### config.mk
export PLATFORM = sky130hd
export DESIGN_NAME = apb_requester
export DESIGN_NICKNAME = d
export VERILOG_FILES = /design/src/rtl/apb_requester.sv
export SDC_FILE = /design/constraint.sdc
export NUM_CORES = 1
export LEC_CHECK = 0
export ABC_CLOCK_PERIOD_IN_PS = 2000
export CAP_MARGIN = 20
export CORE_MARGIN = 2
export CORE_UTILIZATION = 38
export CTS_CLUSTER_SIZE = 16
export DETAILED_ROUTE_END_ITERATION = 12
export PLACE_DENSITY = 0.78
export SYNTH_ARGS = -nofsm -noshare
export SYNTH_HDL_FRONTEND = slang
export SYNTH_SLANG_ARGS = --single-unit
### constraint.sdc
create_clock -name ACLK -period 2 [get_ports ACLK]
set_input_delay 0.4 -clock ACLK [delete_from_list [all_inputs] [get_ports ACLK]]
set_output_delay 0.4 -clock ACLK [all_outputs]
set_load 0.02 [all_outputs]
### src/rtl/apb_requester.sv
// APB3 requester: accepts one command at a time on a valid/ready port, runs the
// SETUP/ACCESS transfer with a bounded PREADY wait, and returns a registered response.
module apb_requester #(
    parameter int unsigned ADDR_W  = 32,
    parameter int unsigned DATA_W  = 32,
    parameter int unsigned TIMEOUT = 256
) (
    input  logic              ACLK,
    input  logic              ARESETN,
    input  logic              CmdValid,
    output logic              CmdReady,
    input  logic              CmdWrite,
    input  logic [ADDR_W-1:0] CmdAddr,
    input  logic [DATA_W-1:0] CmdData,
    output logic              RspValid,
    input  logic              RspReady,
    output logic [DATA_W-1:0] RspData,
    output logic              RspErr,
    output logic              RspTimeout,
    output logic [ADDR_W-1:0] PADDR,
    output logic              PSEL,
    output logic              PENABLE,
    output logic              PWRITE,
    output logic [DATA_W-1:0] PWDATA,
    input  logic              PREADY,
    input  logic              PSLVERR,
    input  logic [DATA_W-1:0] PRDATA
);

    localparam int unsigned CNT_W   = (TIMEOUT == 0) ? 1 : $clog2(TIMEOUT + 1);
    localparam int unsigned TO_LAST = (TIMEOUT == 0) ? 0 : TIMEOUT - 1;
    localparam bit          TO_EN   = (TIMEOUT != 0);

    typedef enum logic [1:0] {
        S_IDLE   = 2'd0,
        S_SETUP  = 2'd1,
        S_ACCESS = 2'd2,
        S_RESP   = 2'd3
    } state_t;

    state_t             r_state;
    state_t             w_state_nxt;

    logic [CNT_W-1:0]   r_to_cnt;
    logic [CNT_W-1:0]   w_to_cnt_nxt;
    logic               w_to_hit;

    logic [ADDR_W-1:0]  r_paddr;
    logic               r_pwrite;
    logic [DATA_W-1:0]  r_pwdata;
    logic               r_psel;
    logic               r_penable;
    logic               r_rsp_valid;
    logic [DATA_W-1:0]  r_rsp_data;
    logic               r_rsp_err;
    logic               r_rsp_to;

    logic [ADDR_W-1:0]  w_paddr_nxt;
    logic               w_pwrite_nxt;
    logic [DATA_W-1:0]  w_pwdata_nxt;
    logic               w_psel_nxt;
    logic               w_penable_nxt;
    logic               w_rsp_valid_nxt;
    logic [DATA_W-1:0]  w_rsp_data_nxt;
    logic               w_rsp_err_nxt;
    logic               w_rsp_to_nxt;

    // Last permitted ACCESS cycle still without PREADY; PREADY in that cycle wins.
    assign w_to_hit = TO_EN && !PREADY && (r_to_cnt == CNT_W'(TO_LAST));

    // State register
    always_ff @(posedge ACLK or negedge ARESETN) begin
        if (!ARESETN) begin
            r_state <= S_IDLE;
        end else begin
            r_state <= w_state_nxt;
        end
    end

    // Next-state logic
    always_comb begin
        w_state_nxt = r_state;
        case (r_state)
            S_IDLE:   if (CmdValid)            w_state_nxt = S_SETUP;
            S_SETUP:                           w_state_nxt = S_ACCESS;
            S_ACCESS: if (PREADY || w_to_hit)  w_state_nxt = S_RESP;
            S_RESP:   if (RspReady)            w_state_nxt = S_IDLE;
            default:                           w_state_nxt = S_IDLE;
        endcase
    end

    // Output/datapath next values; everything holds unless the current state changes it
    always_comb begin
        w_paddr_nxt     = r_paddr;
        w_pwrite_nxt    = r_pwrite;
        w_pwdata_nxt    = r_pwdata;
        w_psel_nxt      = r_psel;
        w_penable_nxt   = r_penable;
        w_rsp_valid_nxt = r_rsp_valid;
        w_rsp_data_nxt  = r_rsp_data;
        w_rsp_err_nxt   = r_rsp_err;
        w_rsp_to_nxt    = r_rsp_to;
        w_to_cnt_nxt    = r_to_cnt;
        case (r_state)
            S_IDLE: begin
                if (CmdValid) begin
                    w_paddr_nxt  = CmdAddr;
                    w_pwrite_nxt = CmdWrite;
                    w_pwdata_nxt = CmdData;
                    w_psel_nxt   = 1'b1;
                end
            end
            S_SETUP: begin
                w_penable_nxt = 1'b1;
                w_to_cnt_nxt  = '0;
            end
            S_ACCESS: begin
                if (!PREADY && (r_to_cnt != CNT_W'(TIMEOUT))) begin
                    w_to_cnt_nxt = r_to_cnt + CNT_W'(1);
                end
                if (PREADY) begin
                    w_rsp_data_nxt  = r_pwrite ? '0 : PRDATA;
                    w_rsp_err_nxt   = PSLVERR;
                    w_rsp_to_nxt    = 1'b0;
                    w_rsp_valid_nxt = 1'b1;
                    w_psel_nxt      = 1'b0;
                    w_penable_nxt   = 1'b0;
                end else if (w_to_hit) begin
                    w_rsp_data_nxt  = '0;
                    w_rsp_err_nxt   = 1'b1;
                    w_rsp_to_nxt    = 1'b1;
                    w_rsp_valid_nxt = 1'b1;
                    w_psel_nxt      = 1'b0;
                    w_penable_nxt   = 1'b0;
                end
            end
            S_RESP: begin
                if (RspReady) begin
                    w_rsp_valid_nxt = 1'b0;
                end
            end
            default: begin
            end
        endcase
    end

    // Output and counter registers
    always_ff @(posedge ACLK or negedge ARESETN) begin
        if (!ARESETN) begin
            r_paddr     <= '0;
            r_pwrite    <= 1'b0;
            r_pwdata    <= '0;
            r_psel      <= 1'b0;
            r_penable   <= 1'b0;
            r_rsp_valid <= 1'b0;
            r_rsp_data  <= '0;
            r_rsp_err   <= 1'b0;
            r_rsp_to    <= 1'b0;
            r_to_cnt    <= '0;
        end else begin
            r_paddr     <= w_paddr_nxt;
            r_pwrite    <= w_pwrite_nxt;
            r_pwdata    <= w_pwdata_nxt;
            r_psel      <= w_psel_nxt;
            r_penable   <= w_penable_nxt;
            r_rsp_valid <= w_rsp_valid_nxt;
            r_rsp_data  <= w_rsp_data_nxt;
            r_rsp_err   <= w_rsp_err_nxt;
            r_rsp_to    <= w_rsp_to_nxt;
            r_to_cnt    <= w_to_cnt_nxt;
        end
    end

    assign CmdReady   = (r_state == S_IDLE);
    assign PADDR      = r_paddr;
    assign PWRITE     = r_pwrite;
    assign PWDATA     = r_pwdata;
    assign PSEL       = r_psel;
    assign PENABLE    = r_penable;
    assign RspValid   = r_rsp_valid;
    assign RspData    = r_rsp_data;
    assign RspErr     = r_rsp_err;
    assign RspTimeout = r_rsp_to;

endmodule
==> summary.txt, run 1 <==
Global route
  – Largest net degree at the start of global routing: 114
  – First-pass GRT wire length: 19,600 um
  – Initial antenna violation count: 0
  – GRT Overall Usage: 19.7%
  – GRT overflow: 0
  – Vias in the first global route: 3,845

Clock tree
  – CTS tree: done
  – TritonCTS Buffers: 17
  – Clock transition at path regs: 0.05 ns
  – CTS max path bufs: 2
  – CTS sink count: 113
  – Root Buffer: clkbuf_16
  – H-tree Lvls: 4
  – Clk Latency, worst-skew pair: 0.41 ns

Timing
  – Crit path time final: 1.91 ns
  – Final Hold Vio Count: 0
  – Fin Clk Skew: 0.00786 ns
  – Final count of negative-setup-slack endpoints: 0
  – Final WS setup: 0.0852 ns
  – Rel. slew slack: 60.0%
  – Max-slew violation count: 0
  – Fin crit share: 95.7%
  – Max Freq: 522 MHz
  – Hold_ws: 0.0646 ns
  – Slew @ Worst Pin: 0.600 ns

Floorplanning
  – Die Y: 113 um
  – Die area: 12,800 um2
  – Core area: 11,500 um2
  – Initial core utilization: 39.4%
  – Die width: 113 um
  – Row cnt: 39
  – # IOs: 206

Cells and area
  – Final #Nets: 704
  – P&R area growth vs syn: 66.4%
  – Antenna Cells: 0
  – Share of cells above drive strength 1: 20.3%
  – Most frequent cells in the layout: clkdlybuf4s50_1, dfrtp_1, nand2_1, mux2_2, o21ai_0
  – Post-layout util: 65.6%
  – FILL cells: 874
  – Most common cell after layout, fill and taps aside: clkdlybuf4s50_1

Synth
  – Mean Syn Cell Area: 12.2 um2
  – Asr flop ratio synth: 100%
  – Flop and latch count out of synthesis: 113
  – Most used flip-flop cell after synthesis: dfrtp_1
  – Fraction of the mapped netlist area in simple logic gates: 10.3%
  – Synth Cell Area: 4540 um2
  – Largest family of logic cells by synthesized area: multiplexers
  – YS warnings: 0
  – Post-synthesis mux area share: 16.3%
  – EDFF count, synth: 0
  – Compound-Gate Fraction of Synth Area: 6.70%
  – Adder-Cell Fraction of Synth Area: 1.93%
  – Synth Area in XOR/XNOR: 0%
  – Syn Nets: 481
  – Syn Inst Count: 371
  – Post-synthesis sequential area ratio: 62.3%
  – Post-synth cell types: 32

Min path
  – Hold Crit Class: input port to async pin

Routing
  – First-pass DRT Iterations: 4
  – Routed len/inst: 16.7 um
  – Via Count: 3,685
  – Final wirelength: 12,500 um
  – Antenna-violating nets left: 0
  – # DRC: 0
  – Initial DRC count: 165
  – Drt via density: 4.91

Worst setup path
  – Slowest cell on crit path: dfrtp_1
  – Worst path arrival time: 2.23 ns
  – Crit path capture type: register
  – FF-to-FF setup slack: 0.09 ns
  – Critical Path RT: 2.32 ns
  – Startpoint types: register
  – Worst path max stage delay: 0.38 ns
  – Crit Path Class: register to register
  – Crit path max fanout: 16
  – CP Cell Sequence: ha_2, and3_4, nand3_2, nor2_1, ha_1, buf_4, o21ai_4, buf_12, clkbuf_16, nand2_1, o21ai_0

Pwr
  – PD cells: 1700 nW/um2
  – Peak VDD IR: 0.000762 V
  – Leakage: 3.26 nW

Placement
  – GPL Wtd Cong: 0.840
  – Port bufs: 205
  – Pre-CTS setup slack: 0.0110 ns
  – Post-detail-place hpwl: 8860 um

Outcome
  – Status: finished clean

Flow run
  – Max-cap violations: 0
[what timing repair did]
action                     4_1_cts  5_1_grt
resized for setup                1        8
cloned                           0        2
hold buffers                     0        0
pin swaps                        0        1
buffers inserted                 0        1
setup endpoints to repair        2       37
[worst max-delay path, delay by kind of cell (launching register included)]
| kind | cells | cell delay (ns) |
|---|---|---|
| buffers and inverters | 3 | 0.45 |
| flip-flops | 1 | 0.38 |
| AND/OR/NAND/NOR | 4 | 0.38 |
| adder cells (fa/ha/maj) | 2 | 0.38 |
| AO/OA/AOI/OAI | 2 | 0.24 |
[through the flow]
step	TNS (ns)	instance area (um2)	cells	power, mW
floorplan	0	4540	371	6.77
global placement	0	6870	715	9.56
detailed placement	0	6870	715	9.75
CTS	-0.000824	7470	747	12.8
global route	-0.0240	7550	750	13.5
finish	0	7550	750	12.8
[final timing paths]
| path | startpoint | cells past startpoint | to |
|---|---|---|---|
| setup / recovery | r_to_cnt[0]$_DFFE_PN0P_ | 11 | RspData[17]$_DFFE_PN0P_ |
| hold / removal | ARESETN | 2 | PADDR[28]$_DFFE_PN0P_ |
| setup reg to reg | r_to_cnt[0]$_DFFE_PN0P_ | 11 | RspData[17]$_DFFE_PN0P_ |
| hold reg to reg | RspData[10]$_DFFE_PN0P_ | 2 | RspData[10]$_DFFE_PN0P_ |
| max in group asynchronous | ARESETN | 2 | PADDR[15]$_DFFE_PN0P_ |
| min in group ACLK | RspData[10]$_DFFE_PN0P_ | 2 | RspData[10]$_DFFE_PN0P_ |
[power by group]
group	internal, mW	total (mW)	switching, mW
Sequential	3.36	3.94	0.576
Combinational	3.01	5.86	2.85
Clock	2.01	3.02	1.02
Total	8.39	12.8	4.44
[state kept, by name, indices dropped and copies added, names as in the netlist]
signal and count:
PADDR 32, PWRITE 1, RspData 32, RspValid 1, PENABLE 1, RspTimeout 1, PSEL 1, PWDATA 32
RspErr 1, r_state 2, r_to_cnt 9
[per-layer routing]
layer / GRT usage (%) / vias up / part of all wire (%)
li1: - / 1714 / -
met1: 22.1 / 1789 / 39
met2: 33.9 / 150 / 52
met3: 6.32 / 32 / 6.7
met4: 9.35 / 0 / 3.0
met5: 0 / - / 0
[cells by family (layout without fill, tap and decap cells)]
logic type / count (synthesis) / after routing
muxes: 66 / 66
and+or+nand+nor: 106 / 106
adders and majority gates: 7 / 7
AOI/OAI and AO/OA: 54 / 54
DFF: 113 / 113
buffers and inverters: 25 / 261
[cell type report]
cell class              count  area [um2]  area share, %
flip-flops and latches    113        2830           37.4
repair buffers            223        2290           30.3
multi-input cells         233        1640           21.7
clock buffers              21         460           6.10
well taps                 143         179           2.37
clock inverters            11         136           1.81
inverters                   6        22.5          0.298
[Yosys cell counts, types with 3 or more instances]
| master | instances | area [um2] |
|---|---|---|
| ha_1 | 7 | 87.6 |
| dfrtp_1 | 113 | 2830 |
| and3_1 | 3 | 18.8 |
| inv_1 | 6 | 22.5 |
| buf_2 | 6 | 30.0 |
| a211o_1 | 3 | 26.3 |
| nor2b_1 | 4 | 25.0 |
| nand2_1 | 75 | 282 |
| nor2_1 | 3 | 11.3 |
| o21ai_0 | 42 | 210 |
| clkbuf_1 | 12 | 45.0 |
| nand2b_1 | 3 | 18.8 |
| mux2_2 | 65 | 732 |
| nand3_1 | 7 | 35.0 |
Power figures use the tool's default switching activity.
==> inputs of run 2 (changes only) <==
- CAP_MARGIN: 20 -> 0
- CORE_UTILIZATION: 38 -> 39
- CTS_BUF_LIST: not set -> sky130_fd_sc_hd__clkbuf_4
- HOLD_SLACK_MARGIN: not set -> 0.06
- PLACE_DENSITY: 0.78 -> 0.8
==> run 2 against run 1 <==
Compared with the run above:
- critical path depth shrank 10
- combinational power shrank 2%
- clock skew grew 0.0094 ns
- largest power group unchanged
==> summary.txt, run 2 (synthesized netlist as in run 1, its figures left out) <==
Timing
  – RSZ-0062 raised after global routing: no
  – Max Freq: 523 MHz (about the same)
  – Fin crit share: 95.7% (about the same)
  – Max-slew violation count: 0 (unchanged)
  – Hold_ws: 0.404 ns (+0.339 ns)
  – Final Hold Vio Count: 0 (unchanged)
  – Final WS setup: 0.0870 ns (+0.00179 ns)
  – Final count of negative-setup-slack endpoints: 0 (unchanged)
  – Crit path time final: 1.91 ns (-0.00179 ns)
  – Slew @ Worst Pin: 0.512 ns (-0.0882 ns)
  – Fin Clk Skew: 0.0172 ns (+0.00935 ns)
  – Rel. slew slack: 65.9% (+5.9 points)

Worst setup path
  – FF-to-FF setup slack: 0.13 ns (+0.04 ns)
  – Crit path max fanout: 2 (-14)
  – Worst path arrival time: 1.51 ns (-0.72 ns)
  – Startpoint types: register
  – Crit path capture type: primary output
  – Worst Reg-to-Reg Cells: 8 (-3)
  – Crit path max-delay family: buffers and inverters
  – R2r endpoint: RspData[27]$_DFFE_PN0P_
  – CP Cell Sequence: clkdlybuf4s50_1
  – FF-to-FF Start: r_to_cnt[1]$_DFFE_PN0P_
  – Crit Path Class: register to primary output
  – Worst path max stage delay: 0.63 ns (+0.25 ns)
  – Critical Path RT: 1.60 ns (-0.72 ns)
  – Slowest cell on crit path: clkdlybuf4s50_1
  – Sum of buffers and inverters on the critical path: 1 (-2)

Floorplanning
  – Core area: 11,400 um2 (-1.3%)
  – # IOs: 206 (unchanged)
  – Die width: 112 um (-1.2%)
  – Die area: 12,500 um2 (-2.5%)
  – Row cnt: 39 (unchanged)
  – Die Y: 112 um (-1.2%)
  – Initial core utilization: 39.9% (+0.51 points)

Cells and area
  – Antenna Cells: 0 (unchanged)
  – P&R area growth vs syn: 58.5%
  – Final #Nets: 706 (+0.28%)
  – Layout Cells excl Fill: 751 (+0.13%)
  – FILL cells: 886 (+1.4%)
  – Most frequent cells in the layout: clkdlybuf4s50_1, dfrtp_1, nand2_1, mux2_2, o21ai_0
  – Most common cell after layout, fill and taps aside: clkdlybuf4s50_1
  – Area taken by multi-input logic gates: 1640 um2 (+0.15%)
  – Non-Filler Cell Area, Final: 7190 um2 (-4.7%)
  – Share of cells above drive strength 1: 20.1% (-0.20 points)
  – Register area: 2830 um2 (unchanged)

Global route
  – GRT overflow: 0 (unchanged)
  – GR peak layer: met2
  – First-pass GRT wire length: 18,800 um (-4.0%)
  – GRT Overall Usage: 19.3% (-0.35 points)
  – Initial antenna violation count: 0 (unchanged)
  – M3 GR Usage: 5.66% (-0.66 points)
  – Grt met1 use: 22.2% (+0.061 points)
  – Vias in the first global route: 3,739 (-2.8%)
  – GR Layer Usage met2: 33.3% (-0.60 points)
  – Largest net degree at the start of global routing: 48 (-58%)

Pwr
  – Peak VDD IR: 0.000897 V (+18%)
  – PD cells: 1560 nW/um2 (-8.1%)
  – Leakage: 3.12 nW (-4.3%)

Routing
  – Initial DRC count: 134 (-19%)
  – First-pass DRT Iterations: 4 (unchanged)
  – # DRC: 0 (unchanged)
  – Drt via density: 4.79 (-2.6%)
  – Routed len/inst: 15.8 um (-5.4%)
  – Via Count: 3,595 (-2.4%)
  – Antenna-violating nets left: 0 (unchanged)
  – Final wirelength: 11,900 um (-5.3%)

Clock tree
  – Clk Latency, worst-skew pair: 0.51 ns (+0.10 ns)
  – TritonCTS Buffers: 17 (unchanged)
  – CTS tree: done
  – CTS max path bufs: 2 (unchanged)
  – CTS sink count: 113 (unchanged)
  – Root Buffer: clkbuf_4
  – Clock transition at path regs: 0.10 ns (+0.05 ns)
  – H-tree Lvls: 4 (unchanged)

Placement
  – Cell area after placement: 6910 um2 (+0.51%)
  – Port bufs: 205 (unchanged)
  – GPL Wtd Cong: 0.847 (+0.86%)
  – Post-detail-place hpwl: 9050 um (+2.1%)
  – Pre-CTS setup slack: -0.0246 ns (-0.0357 ns)
  – Post-placement cell count: 718 (+0.42%)

Flow run
  – Max-cap violations: 0 (unchanged)

Min path
  – Hold Crit Class: input port to async pin

Outcome
  – Status: finished clean
==> run 2: cell count changes in the layout (fill, tap and decap cells not counted), moves of 2 or more <==
cell / previous run / this run
buf_4: 11 / 14
clkbuf_1: 2 / 0
clkbuf_16: 19 / 0
clkbuf_4: 0 / 21
clkbuf_8: 2 / 0
clkdlybuf4s50_1: 203 / 199
clkinv_1: 0 / 5
clkinv_2: 6 / 3
dlygate4sd2_1: 0 / 2
dlymetal6s2s_1: 0 / 2
ha_1: 6 / 4
ha_2: 1 / 3
==> run 2: worst max path at each step <==
stage               cells after the start               startpoint  slack, ns                      to
finish                                  1    PWDATA[8]$_DFFE_PN0P_       0.09               PWDATA[8]
global route                            1   RspData[4]$_DFFE_PN0P_     0.0004              RspData[4]
CTS                                     3   r_state[1]$_DFFE_PN0P_      0.006                CmdReady
detailed placement                      8  r_to_cnt[1]$_DFFE_PN0P_      -0.02  r_state[0]$_DFFE_PN0P_
global placement                        8  r_to_cnt[1]$_DFFE_PN0P_       0.06  r_state[0]$_DFFE_PN0P_
floorplan                               9  r_to_cnt[0]$_DFFE_PN0P_       0.04  RspTimeout$_DFFE_PN0P_
==> run 2: where the power goes <==
part,switching (mW),internal (mW),total [mW]
registers,0.575,3.35,3.92
logic,2.77,2.98,5.75
clock network,0.788,0.764,1.55
total,4.13,7.09,11.2
==> run 2: metal layers <==
metal,vias to the layer above,wire length (um)
met2,126,6150
li1,1722,-
met5,-,0
met1,1720,4710
met3,27,657
met4,0,330
==> run 2: per-stage QoR <==
step	power (mW)	setup TNS (ns)	util, %
global route	11.9	0	63.3
global placement	9.60	0	60.8
CTS	11.4	0	63.1
detailed placement	9.80	-0.0399	60.8
finish	11.2	0	63.3
floorplan	6.77	0	-
==> run 2: repair_timing <==
action,in CTS,in global routing
hold buffers,1,0
gates resized for setup,4,9
hold endpoints to repair,34,0
setup endpoints to repair,5,42
setup buffers,0,1
pin swaps,0,5
==> run 2: final cells by class <==
cell class	count	area share, %
Sequential cell	113	39.3
Timing Repair Buffer	225	31.6
Multi-Input combinational cell	233	22.8
Tap cell	143	2.49
Clock buffer	21	2.19
Clock inverter	10	1.30
Inverter	6	0.313
==> inputs of run 3 (changes only) <==
- REMOVE_ABC_BUFFERS: not set -> 1
==> run 3 against run 2 <==
Compared with the run above:
- hold slack lost 0.18 ns
- global-route usage shrank 0.51 points
- die area is the same
- via count grew 2.3%
- design area grew 0.10%
- sequential share of layout area is essentially flat
- utilization grew 0.066 points
- critical path type unchanged
- critical endpoint is now PENABLE
- largest cell class unchanged
- highest routed layer unchanged
==> summary.txt, run 3 (synthesized netlist as in run 1, its figures left out) <==
Outcome
  – Status: finished clean

Placement
  – Pre-CTS setup slack: -0.0384 ns (-0.0137 ns)
  – Post-detail-place hpwl: 8310 um (-8.2%)
  – Cell area after placement: 6870 um2 (-0.62%)
  – Port bufs: 205 (unchanged)
  – GPL Wtd Cong: 0.798 (-5.8%)

Clock tree
  – Clk Latency, worst-skew pair: 0.50 ns (about the same)
  – CTS tree: done
  – Clock transition at path regs: 0.11 ns (about the same)
  – CTS sink count: 113 (unchanged)
  – CTS max path bufs: 2 (unchanged)
  – H-tree Lvls: 4 (unchanged)
  – Root Buffer: clkbuf_4
  – TritonCTS Buffers: 17 (unchanged)

Timing
  – Final count of negative-setup-slack endpoints: 0 (unchanged)
  – Fin crit share: 95.3% (-0.39 points)
  – Crit path time final: 1.91 ns (-0.00778 ns)
  – Final WS setup: 0.0947 ns (+0.00778 ns)
  – Max Freq: 525 MHz (+0.41%)
  – Max-slew violation count: 0 (unchanged)
  – Slew @ Worst Pin: 0.339 ns (-0.173 ns)
  – Hold_ws: 0.227 ns (-0.177 ns)
  – RSZ-0062 raised after global routing: no
  – Rel. slew slack: 77.4% (+12 points)
  – Final Hold Vio Count: 0 (unchanged)
  – TNS Setup: 0 ns (unchanged)
  – Fin Clk Skew: 0.0131 ns (-0.00411 ns)

Flow run
  – Max-cap violations: 0 (unchanged)

Pwr
  – Leakage: 3.12 nW (about the same)
  – PD cells: 1540 nW/um2 (-1.2%)
  – Peak VDD IR: 0.000925 V (+3.2%)

Worst setup path
  – Crit path max fanout: 2 (unchanged)
  – Worst path max stage delay: 0.63 ns (about the same)
  – CP Cell Sequence: clkdlybuf4s50_1
  – Startpoint types: register
  – Critical Path RT: 1.60 ns (about the same)
  – Crit path max-delay family: buffers and inverters
  – Slowest cell on crit path: clkdlybuf4s50_1
  – Crit path capture type: primary output
  – Sum of buffers and inverters on the critical path: 1 (unchanged)
  – Crit Path Class: register to primary output
  – Worst path arrival time: 1.51 ns (about the same)

Floorplanning
  – Core area: 11,400 um2 (unchanged)
  – Die area: 12,500 um2 (unchanged)
  – Die width: 112 um (unchanged)
  – Row cnt: 39 (unchanged)
  – # IOs: 206 (unchanged)
  – Die Y: 112 um (unchanged)
  – Initial core utilization: 39.9% (unchanged)

Global route
  – First-pass GRT wire length: 18,700 um (-0.92%)
  – Largest net degree at the start of global routing: 62 (+29%)
  – Initial antenna violation count: 0 (unchanged)
  – GRT overflow: 0 (unchanged)
  – GRT Overall Usage: 18.8% (-0.51 points)
  – Vias in the first global route: 3,848 (+2.9%)

Routing
  – # DRC: 0 (unchanged)
  – First-pass DRT Iterations: 4 (unchanged)
  – Antenna-violating nets left: 0 (unchanged)
  – Initial DRC count: 201 (+50%)
  – Drt via density: 4.88 (+2.0%)
  – Routed len/inst: 15.8 um (about the same)
  – Via Count: 3,676 (+2.3%)
  – Final wirelength: 11,900 um (+0.29%)

Cells and area
  – Most frequent cells in the layout: clkdlybuf4s50_1, dfrtp_1, nand2_1, mux2_2, o21ai_0
  – P&R area growth vs syn: 58.7%
  – Most common cell after layout, fill and taps aside: clkdlybuf4s50_1
  – Non-Filler Cell Area, Final: 7200 um2 (+0.10%)
  – Antenna Cells: 0 (unchanged)
  – Share of cells above drive strength 1: 21.1% (+1.1 points)
  – Final #Nets: 707 (+0.14%)

Min path
  – Hold Crit Class: input port to async pin
-- run 3: power breakdown --
part | switching, mW | internal, mW | leakage, nW
logic | 2.81 | 3.00 | 1.61
registers | 0.560 | 3.34 | 1.40
clock network | 0.908 | 0.474 | 0.113
total | 4.28 | 6.82 | 3.12
-- run 3: path summary, 6_finish.rpt --
kind                                    startpoint                       to  slack [ns]  cells after the start
max                            PENABLE$_DFFE_PN0P_                  PENABLE        0.09                      1
max reg2reg                r_to_cnt[0]$_DFFE_PN0P_  RspData[14]$_DFFE_PN0P_        0.13                     10
min in group ACLK                       PRDATA[25]  RspData[25]$_DFFE_PN0P_        0.44                      3
min                                        ARESETN    PWDATA[8]$_DFFE_PN0P_        0.23                      2
min reg2reg                RspData[29]$_DFFE_PN0P_  RspData[29]$_DFFE_PN0P_        0.48                      2
max in group asynchronous                  ARESETN  RspData[14]$_DFFE_PN0P_        1.24                      3
-- run 3: final cells by class --
class / instances / area, um2
fillers: 900 / 4170
clock buffers: 17 / 128
multi-input cells: 233 / 1650
well taps: 143 / 179
flip-flops and latches: 113 / 2830
repair buffers: 226 / 2300
inverters: 6 / 22.5
clock inverters: 15 / 96.3
-- run 3: per-layer routing --
metal	GRT usage (%)	share of wire, %	vias up
met1	22.4	41	1778
met5	0	0	-
met4	6.09	1.7	0
li1	-	-	1732
met2	32.0	49	148
met3	6.70	7.8	18
-- run 3: timing repair --
action | CTS | global route
endpoints found under the setup margin | 10 | 42
resized for setup | 5 | 11
gates cloned | 1 | 0
hold buffers | 1 | 0
setup buffers | 3 | 2
pin swaps | 0 | 3
endpoints found under the hold margin | 113 | 0
-- run 3: metrics by stage --
stage | utilization, % | power [mW] | instances
2_1_floorplan | - | 6.74 | 352
3_3_place_gp | 60.4 | 9.53 | 714
3_5_place_dp | 60.4 | 9.72 | 714
4_1_cts | 62.9 | 11.2 | 751
5_1_grt | 63.3 | 11.7 | 753
6_report | 63.3 | 11.1 | 753
